### src/rtl/main_bus_pkg.sv
// Shared types and constants for the main bus arbiter: FSM state encoding,
// bus-owner encoding, and counter widths.
package main_bus_pkg;

    localparam int STALL_CNT_W = 16;
    localparam int MAX_EXT     = 8;
    localparam int IDX_W       = 3;   // holds any external index 0..MAX_EXT-1
    localparam int CNT_W       = 8;   // burst / pipeline-run counters (limits up to 255)

    typedef enum logic [1:0] {
        ST_IDLE = 2'd0,
        ST_PIPE = 2'd1,
        ST_EXT  = 2'd2,
        ST_TURN = 2'd3
    } arb_state_e;

    typedef enum logic [1:0] {
        OWN_NONE = 2'd0,
        OWN_PIPE = 2'd1,
        OWN_EXT  = 2'd2
    } owner_e;

    // Which party holds the bus while the FSM sits in a given state.
    function automatic owner_e state_owner(input arb_state_e s);
        owner_e o;
        o = OWN_NONE;
        unique case (s)
            ST_PIPE: o = OWN_PIPE;
            ST_EXT:  o = OWN_EXT;
            default: o = OWN_NONE;
        endcase
        return o;
    endfunction

endpackage

### src/rtl/main_bus_arbiter_rr_pick.sv
// Combinational round-robin picker: selects the first requester at or after
// the pointer, wrapping modulo N. Returns a one-hot grant, its index, and a
// valid flag.
module rr_pick
    import main_bus_pkg::*;
#(
    parameter int N = 2
) (
    input  logic [N-1:0]     req_i,
    input  logic [IDX_W-1:0] ptr_i,
    output logic [N-1:0]     gnt_o,
    output logic [IDX_W-1:0] idx_o,
    output logic             valid_o
);

    logic [IDX_W:0] cand;

    // Scan offsets from the pointer; the first requesting candidate wins.
    always_comb begin
        gnt_o   = '0;
        idx_o   = '0;
        valid_o = 1'b0;
        cand    = '0;
        for (int off = 0; off < N; off++) begin
            cand = {1'b0, ptr_i} + (IDX_W+1)'(off);
            if (cand >= (IDX_W+1)'(N)) begin
                cand = cand - (IDX_W+1)'(N);
            end
            for (int i = 0; i < N; i++) begin
                if (!valid_o && req_i[i] && (cand == (IDX_W+1)'(i))) begin
                    valid_o  = 1'b1;
                    gnt_o[i] = 1'b1;
                    idx_o    = IDX_W'(i);
                end
            end
        end
    end

endmodule

### src/rtl/main_bus_arbiter.sv
// Main bus arbiter: pipeline stage 2 has priority over N_EXT external
// masters, which are served round-robin. A pipeline run limit forces a
// turnaround to external masters; an external burst limit bounds ownership.
// One idle TURN cycle separates different owners.
// Optional build macro MAIN_BUS_ARB_STATS_EN enables the saturating
// pipeline stall-cycle counter; without it StallCount is tied to zero.
//
// state | meaning
// IDLE  | nobody owns the bus, nothing pending last cycle
// PIPE  | pipeline stage 2 owns the bus
// EXT   | one external master owns the bus (one-hot ExtGrant)
// TURN  | single dead cycle between different owners
module main_bus_arbiter
    import main_bus_pkg::*;
#(
    parameter int N_EXT        = 2,
    parameter int BURST_MAX    = 16,
    parameter int PIPE_RUN_MAX = 8
) (
    input  logic                   ClockIn,
    input  logic                   Reset,
    input  logic                   PipeReq,
    output logic                   PipeGrant,
    output logic                   PipeStall,
    input  logic [N_EXT-1:0]       ExtReq,
    input  logic [N_EXT-1:0]       ExtDone,
    output logic [N_EXT-1:0]       ExtGrant,
    output logic [STALL_CNT_W-1:0] StallCount
);

    arb_state_e       state_q, state_d;
    logic             pipe_grant_q, pipe_grant_d;
    logic [N_EXT-1:0] ext_grant_q, ext_grant_d;
    logic [IDX_W-1:0] rr_ptr_q, rr_ptr_d;
    logic [CNT_W-1:0] burst_cnt_q, burst_cnt_d;
    logic [CNT_W-1:0] run_cnt_q, run_cnt_d;
    logic             forced_q, forced_d;

    logic [N_EXT-1:0] pick_gnt;
    logic [IDX_W-1:0] pick_idx;
    logic             pick_valid;

    logic             any_ext;
    logic             owner_done;
    logic             owner_req;
    logic             other_ext;
    logic             ext_release;
    logic [CNT_W-1:0] run_cnt_next;
    logic             go_pipe;
    logic             go_ext;

    rr_pick #(.N(N_EXT)) u_rr_pick (
        .req_i   (ExtReq),
        .ptr_i   (rr_ptr_q),
        .gnt_o   (pick_gnt),
        .idx_o   (pick_idx),
        .valid_o (pick_valid)
    );

    assign any_ext      = |ExtReq;
    // ext_grant_q doubles as the owner mask, so non-owner ExtDone is masked off.
    assign owner_done   = |(ExtDone & ext_grant_q);
    assign owner_req    = |(ExtReq & ext_grant_q);
    assign other_ext    = |(ExtReq & ~ext_grant_q);
    assign ext_release  = owner_done || !owner_req || (burst_cnt_q == CNT_W'(BURST_MAX));
    assign run_cnt_next = run_cnt_q + CNT_W'(1);

    // Next-state, next-grant and counter updates.
    always_comb begin
        state_d     = state_q;
        ext_grant_d = '0;
        rr_ptr_d    = rr_ptr_q;
        burst_cnt_d = '0;
        run_cnt_d   = '0;
        forced_d    = 1'b0;
        go_pipe     = 1'b0;
        go_ext      = 1'b0;

        unique case (state_q)
            ST_IDLE: begin
                if (PipeReq) begin
                    go_pipe = 1'b1;
                end else if (pick_valid) begin
                    go_ext = 1'b1;
                end
            end
            ST_TURN: begin
                state_d = ST_IDLE;
                // A forced pipeline release hands the bus to an external master
                // even though the pipeline is still asking for it.
                if (forced_q && pick_valid) begin
                    go_ext = 1'b1;
                end else if (PipeReq) begin
                    go_pipe = 1'b1;
                end else if (pick_valid) begin
                    go_ext = 1'b1;
                end
            end
            ST_PIPE: begin
                if (!PipeReq) begin
                    state_d = any_ext ? ST_TURN : ST_IDLE;
                end else if (any_ext && (run_cnt_next == CNT_W'(PIPE_RUN_MAX))) begin
                    state_d  = ST_TURN;
                    forced_d = 1'b1;
                end else begin
                    run_cnt_d = any_ext ? run_cnt_next : '0;
                end
            end
            ST_EXT: begin
                if (ext_release) begin
                    state_d = (PipeReq || other_ext) ? ST_TURN : ST_IDLE;
                end else begin
                    ext_grant_d = ext_grant_q;
                    burst_cnt_d = burst_cnt_q + CNT_W'(1);
                end
            end
            default: state_d = ST_IDLE;
        endcase

        if (go_pipe) begin
            state_d = ST_PIPE;
        end
        if (go_ext) begin
            state_d     = ST_EXT;
            ext_grant_d = pick_gnt;
            burst_cnt_d = CNT_W'(1);
            rr_ptr_d    = (pick_idx == IDX_W'(N_EXT-1)) ? '0 : pick_idx + IDX_W'(1);
        end

        pipe_grant_d = (state_owner(state_d) == OWN_PIPE);
    end

    // State and grant registers; reset overrides every other event.
    always_ff @(posedge ClockIn) begin
        if (Reset) begin
            state_q      <= ST_IDLE;
            pipe_grant_q <= 1'b0;
            ext_grant_q  <= '0;
            rr_ptr_q     <= '0;
            burst_cnt_q  <= '0;
            run_cnt_q    <= '0;
            forced_q     <= 1'b0;
        end else begin
            state_q      <= state_d;
            pipe_grant_q <= pipe_grant_d;
            ext_grant_q  <= ext_grant_d;
            rr_ptr_q     <= rr_ptr_d;
            burst_cnt_q  <= burst_cnt_d;
            run_cnt_q    <= run_cnt_d;
            forced_q     <= forced_d;
        end
    end

    assign PipeGrant = pipe_grant_q;
    assign ExtGrant  = ext_grant_q;
    assign PipeStall = PipeReq & ~pipe_grant_q;

`ifdef MAIN_BUS_ARB_STATS_EN
    logic [STALL_CNT_W-1:0] stall_cnt_q;

    // Saturating count of cycles the pipeline spent stalled.
    always_ff @(posedge ClockIn) begin
        if (Reset) begin
            stall_cnt_q <= '0;
        end else if (PipeStall && (stall_cnt_q != '1)) begin
            stall_cnt_q <= stall_cnt_q + STALL_CNT_W'(1);
        end
    end

    assign StallCount = stall_cnt_q;
`else
    assign StallCount = '0;
`endif

endmodule

### config.mk
export PLATFORM = sky130hd
export DESIGN_NAME = main_bus_arbiter
export DESIGN_NICKNAME = d
export VERILOG_FILES = /design/src/rtl/main_bus_pkg.sv /design/src/rtl/main_bus_arbiter_rr_pick.sv /design/src/rtl/main_bus_arbiter.sv
export SDC_FILE = /design/constraint.sdc
export NUM_CORES = 1
export LEC_CHECK = 0
export BUFFER_PORTS_ARGS = -buffer_cell sky130_fd_sc_hd__buf_2
export CORE_MARGIN = 3
export CORE_UTILIZATION = 57
export CTS_BUF_LIST = sky130_fd_sc_hd__clkbuf_2
export DETAILED_ROUTE_END_ITERATION = 6
export GPL_TIMING_DRIVEN = 1
export PLACE_DENSITY_LB_ADDON = 0.08
export SLEW_MARGIN = 20
export SYNTH_ARGS = -nofsm -noshare
export SYNTH_HDL_FRONTEND = slang
export SYNTH_SLANG_ARGS = --single-unit
### constraint.sdc
create_clock -name ClockIn -period 3.6 [get_ports ClockIn]
set_input_delay 0 -clock ClockIn [delete_from_list [all_inputs] [get_ports ClockIn]]
set_output_delay 0 -clock ClockIn [all_outputs]
set_load 0.01 [all_outputs]
# [After elaboration in Yosys (flattened, before gate mapping)]
# Index checks and enable logic that the tools add are counted.
[classes] mux=36 eq_ne=12 n_reduce_logical=26 magnitude_cmp=2 addsub=6 n_bitwise=10
[op_table] operator="$mux W2" n=10
[op_table] operator="$mux W1" n=19
[op_table] operator="$add A8 B1 Y8 const B" n=2
[op_table] operator="$logic_and A1 B1 Y1" n=9
[op_table] operator="$eq A4 B1 Y1 const B" n=2
[op_table] operator="$eq A8 B4 Y1 const B" n=1
[op_table] operator="$eq A8 B5 Y1 const B" n=1
[op_table] operator="$logic_not A4 Y1" n=2
[op_table] operator="$mux W4" n=2
[op_table] operator="$reduce_or A2 Y1" n=4
[op_table] operator="$and A2 B2 Y2" n=3
[op_table] operator="$eq A2 B1 Y1 const B" n=3
[op_table] operator="$eq A2 B2 Y1 const B" n=3
[op_table] operator="$pmux W2 S3" n=1
[op_table] operator="$not A1 Y1" n=5
[op_table] operator="$reduce_or A5 Y1" n=1
[op_table] operator="$add A3 B1 Y4 const B" n=1
[op_table] operator="$ge A4 B2 Y1 const B" n=1
[op_table] operator="$logic_not A1 Y1" n=4
[op_table] operator="$pmux W1 S2" n=2
[op_table] operator="$pmux W2 S2" n=1
[op_table] operator="$reduce_or A4 Y1" n=1
[op_table] operator="$sub A3 B2 Y4 const B" n=1
[op_table] operator="$sub A4 B2 Y4 const B" n=1
[op_table] operator="10 further kinds" n=12
[totals] out_inout_bits=20 inputBits=7 regBits=25 word_cells=100

# [Logic depth before layout (Yosys ltp)]
[depth] ltp_word=25 ltp_mapped=8 ltp_nobuf=7

# [By module]
# From an unflattened synthesis, not the netlist that was laid out.
[hier_totals] cells_unflattened=206 area_unflattened_um2=1744.2
[modules_own_cells] module="main_bus_arbiter" cells_per_inst=183 area_each_um2=1565.3 instances=1 seq_area_each_um2=500.5
[modules_own_cells] module="rr_pick" cells_per_inst=23 area_each_um2=178.9 instances=1 seq_area_each_um2=0.0

# [Worst setup path before layout]
# No wires, ideal clock.
[synth_path] kind="register -> register" from="reg state_q[0]" to="reg pipe_grant_q (netlist: PipeGrant)" slack_ns=1.747 period_less_slack_ns=1.853 t_arrival_ns=1.794 path_stages_with_launch=7 setup_ns=0.059 path_buffers=0 required_ns=3.541 cell_sequence="dfxtp_1 > inv_1 > ha_1 > or3_4 > a311o_1 > a41oi_2 > and2_1"
[synth_between] elab_chain_cells=8 word_cells_on_any_way=16 cone_classes="eq/ne (6); mux (9); reduce/logical (1)"
[synth_lines] item="start, declared" line_no="main_bus_arbiter.sv:31" rtl="arb_state_e state_q, state_d;"
[synth_lines] item="start signal, assigned" line_no="main_bus_arbiter.sv:144" rtl="state_q <= state_d;"
[synth_lines] item="$mux W2" line_no="main_bus_arbiter.sv:102" rtl="end else if (any_ext && (run_cnt_next == CNT_W'(PIPE_RUN_MAX))) begin"
[synth_lines] item="$mux W2" line_no="main_bus_arbiter.sv:100" rtl="if (!PipeReq) begin"
[synth_lines] item="$pmux W2 S3" line_no="main_bus_arbiter.sv:79" rtl="unique case (state_q)"
[synth_lines] item="$mux W2" line_no="main_bus_arbiter.sv:120" rtl="if (go_pipe) begin"
[synth_lines] item="$mux W2 (*)" line_no="main_bus_arbiter.sv:123" rtl="if (go_ext) begin"
[synth_lines] item="$eq A2 B2 Y1 or $eq A2 B1 Y1 (tied branches)" line_no="main_bus_pkg.sv:27" rtl="unique case (s)"
[synth_lines] item="$pmux W2 S2 (*)" line_no="main_bus_pkg.sv:27"
[synth_lines] item="$eq A2 B1 Y1 (*)" line_no="main_bus_arbiter.sv:130" rtl="pipe_grant_d = (state_owner(state_d) == OWN_PIPE);"
[synth_lines] item="end signal, assigned" line_no="main_bus_arbiter.sv:145" rtl="pipe_grant_q <= pipe_grant_d;"
[synth_lines] item="end, declared" line_no="main_bus_arbiter.sv:32" rtl="logic pipe_grant_q, pipe_grant_d;"
# Every way passes the cells marked *; elsewhere a longest branch is shown, timed or not.
# A chain may end at the register's enable or synchronous reset.

# [Worst setup path in the final report]
# Ends and elaborated chain as after synthesis.

==> flow_metrics.py <==
metrics = {
    "run_status": {
        "status": "complete, no violations",
    },
    "clocking": {
        "clock_latency_ns": 0.33,
        "cts.htree.levels": 1,
        "clock_sinks": 23,
        "cts_root_buf": "clkbuf_2",
        "cts_buffers": 3,
        "cts_buffer_depth": 2,
        "clkTransAtPathRegs_ns": 0.22,
        "postCtsSetupBuffers": 0,
        "cts_tree": "yes",
        "cts_resized": 0,
    },
    "die": {
        "die_width_um": 53.3,
        "die_h_um": 53.3,
        "top_level_ports": 27,
        "initial_core_util": 0.626,
        "core_region_area_mm2": 0.00204,
        "die-area_mm2": 0.00285,
        "core.rowCount": 16,
    },
    "synth": {
        "synthCells": 153,
        "synth_top_area_frac": 0.360,
        "postSynthAreaPerCell_um2": 8.35,
        "synth_area_mm2": 0.00128,
        "seq_area_frac_synth": 0.360,
        "netlist-cell-type-count": 34,
        "synthMostInstantiatedCell": "nor2_1",
        "synth_top_area_cell": "dfxtp_1",
        "ys_ff_latch": 23,
        "yosys-top-cells-count": "nor2_1 (27), dfxtp_1 (23), buf_4 (16)",
        "yosys_warnings": 0,
        "synth-edff-count": 0,
        "yosys_most_used_dff": "dfxtp_1",
        "synth-async-reset-ratio": 0,
        "netlist_top_cells_area": "dfxtp_1 (36%), buf_4 (9.4%), ha_1 (8.8%)",
    },
    "timing": {
        "maxSlewHeadroom": 0.627,
        "max_clock_freq_mhz": 495,
        "drv_slew": 0,
        "fin_skew_ns": 0.0215,
        "hold_violations": 0,
        "hold_ws_ns": 0.0922,
        "period_share": 0.561,
        "max_slew.worst_pin.slew_ns": 0.555,
        "setup_tns_ns": 0,
        "finalSetupViolations": 0,
        "setup_ws_ns": 1.58,
        "rsz0062_at_grt": "false",
        "period_minus_slack_ns": 2.02,
    },
    "pwr": {
        "swShare": 0.332,
        "p_leak_nw": 0.533,
        "p_per_area_mw_per_mm2": 418,
        "ir_worst_vdd_uv": 261,
        "clockPowerShare": 0.186,
        "power.internal_mw": 0.372,
        "p_seq_frac": 0.520,
        "p_switching_mw": 0.185,
        "p_comb_frac": 0.294,
    },
    "drt": {
        "avgRoutedWirePerCell_um": 11.7,
        "antenna_left": 0,
        "vias": 1004,
        "first_pass_iters": 4,
        "route.detailed.drc": 0,
        "routed_wl_mm": 2.25,
        "vias_per_cell": 5.20,
        "detail_route.iter0.violations": 22,
    },
    "final_layout": {
        "syn_to_final_growth_pct": 4.11,
        "drive_gt1_frac": 0.108,
        "n_antenna_cell": 0,
        "regArea_um2": 460,
        "multi_input_area_um2": 708,
        "fillers": 183,
        "nets": 183,
    },
    "grt": {
        "grt_antenna_before_repair": 0,
        "grt_usage": 0.178,
        "grt_pass1_wl_mm": 3.75,
        "grt_max_degree": 13,
        "grt_overflow_total": 0,
        "grt_pass1_vias": 913,
    },
    "placement": {
        "post-dp-hpwl_mm": 1.73,
        "port_buffers": 10,
        "gp_congestion": 0.756,
        "pre_cts_ws_ns": 1.62,
    },
    "worst_setup_path": {
        "critical_path_class": "flip-flop to flip-flop",
        "cp-start-kind": "flip-flop",
        "critPathRequiredTime_ns": 3.90,
        "cp-end-kind": "flip-flop",
        "worstPathMaxFanout": 5,
        "cp.arrival_ns": 2.32,
    },
    "job": {
        "cap_violations": 0,
    },
    "min_path": {
        "hold_path.class": "input port to flip-flop",
    },
}
critical path, stage by stage, from the launching register on:
cell and delay (ns):
dfxtp_1 0.45, inv_1 0.12, ha_1 0.34, or3_4 0.41, a311o_1 0.37, a41oi_2 0.16, and2_1 0.14
layer usage:
layer | global-route usage | vias up | part of all wire
met5 | 0 | - | 0
met4 | 0.0426 | 0 | 0.0053
met3 | 0.0535 | 4 | 0.058
met2 | 0.316 | 30 | 0.50
met1 | 0.205 | 467 | 0.44
li1 | - | 503 | -
final timing paths:
| kind | start | to | slack, ns | depth (start not counted) |
|---|---|---|---|---|
| setup reg to reg | state_q[0] | PipeGrant | 1.58 | 6 |
| hold / removal | ExtReq[1] | ExtGrant[0] | 0.09 | 4 |
| setup / recovery | state_q[0] | PipeGrant | 1.58 | 6 |
| hold reg to reg | run_cnt_q[0] | run_cnt_q[0] | 0.49 | 1 |
area by class of cell:
class	instances	share of cell area
multi-input cells	117	0.532
flip-flops and latches	23	0.346
repair buffers	12	0.0527
inverters	10	0.0282
well taps	27	0.0254
clock buffers	4	0.0151
state kept, by name, summed over array words and instances, names as in the netlist:
| name | count |
|---|---|
| run_cnt_q | 8 |
| burst_cnt_q | 8 |
| rr_ptr_q | 1 |
| state_q | 2 |
| ExtGrant | 2 |
| PipeGrant | 1 |
| forced_q | 1 |
cell families (layout without fill, tap and decap cells):
family,count (synthesis),after routing,share of synthesized area
other,1,16,0.00294
flip-flops,23,23,0.360
AO/OA/AOI/OAI,23,23,0.123
adder cells (fa/ha/maj),9,9,0.0882
XOR/XNOR,13,13,0.0891
buffers and inverters,28,26,0.129
AND/OR/NAND/NOR,56,56,0.207
per-stage QoR:
stage                      util  total power [mW]  instance area [um2]  instances
after floorplan               -             0.426                 1330        168
after CTS                 0.651             0.558                 1330        193
after global routing      0.651             0.594                 1330        193
final                     0.651             0.557                 1330        193
after global placement    0.632             0.445                 1290        187
after detailed placement  0.632             0.453                 1290        187
placed cells by master (no fill, tap or decap), types with 2 or more instances in the layout:
| cell | netlist | routed |
|---|---|---|
| ha_1 | 9 | 9 |
| and3_1 | 4 | 4 |
| nand2_1 | 7 | 7 |
| nand3_1 | 7 | 7 |
| xnor2_1 | 8 | 8 |
| a21oi_1 | 5 | 5 |
| conb_1 | 1 | 16 |
| nand3b_1 | 2 | 2 |
| nor3_1 | 2 | 2 |
| or3_1 | 2 | 2 |
| nor2_1 | 27 | 27 |
| dfxtp_1 | 23 | 23 |
| dlygate4sd3_1 | 0 | 2 |
| buf_2 | 0 | 10 |
| o21ai_0 | 5 | 5 |
| inv_1 | 10 | 10 |
| a31oi_1 | 3 | 3 |
| clkbuf_2 | 0 | 4 |
| xor2_1 | 5 | 5 |
power by group through the flow:
stage / clock network, mW / registers (mW) / logic, mW
5_1_grt: 0.118 / 0.292 / 0.184
3_5_place_dp: 0 / 0.294 / 0.159
2_1_floorplan: 0 / 0.293 / 0.133
6_report: 0.104 / 0.289 / 0.164
3_3_place_gp: 0 / 0.292 / 0.153
4_1_cts: 0.108 / 0.289 / 0.162
repair_timing:
action                                  CTS  global route
hold buffers                              2             0
endpoints found under the setup margin    0             0
endpoints found under the hold margin     6             0
No activity file was read; power rests on OpenSTA's default activity.
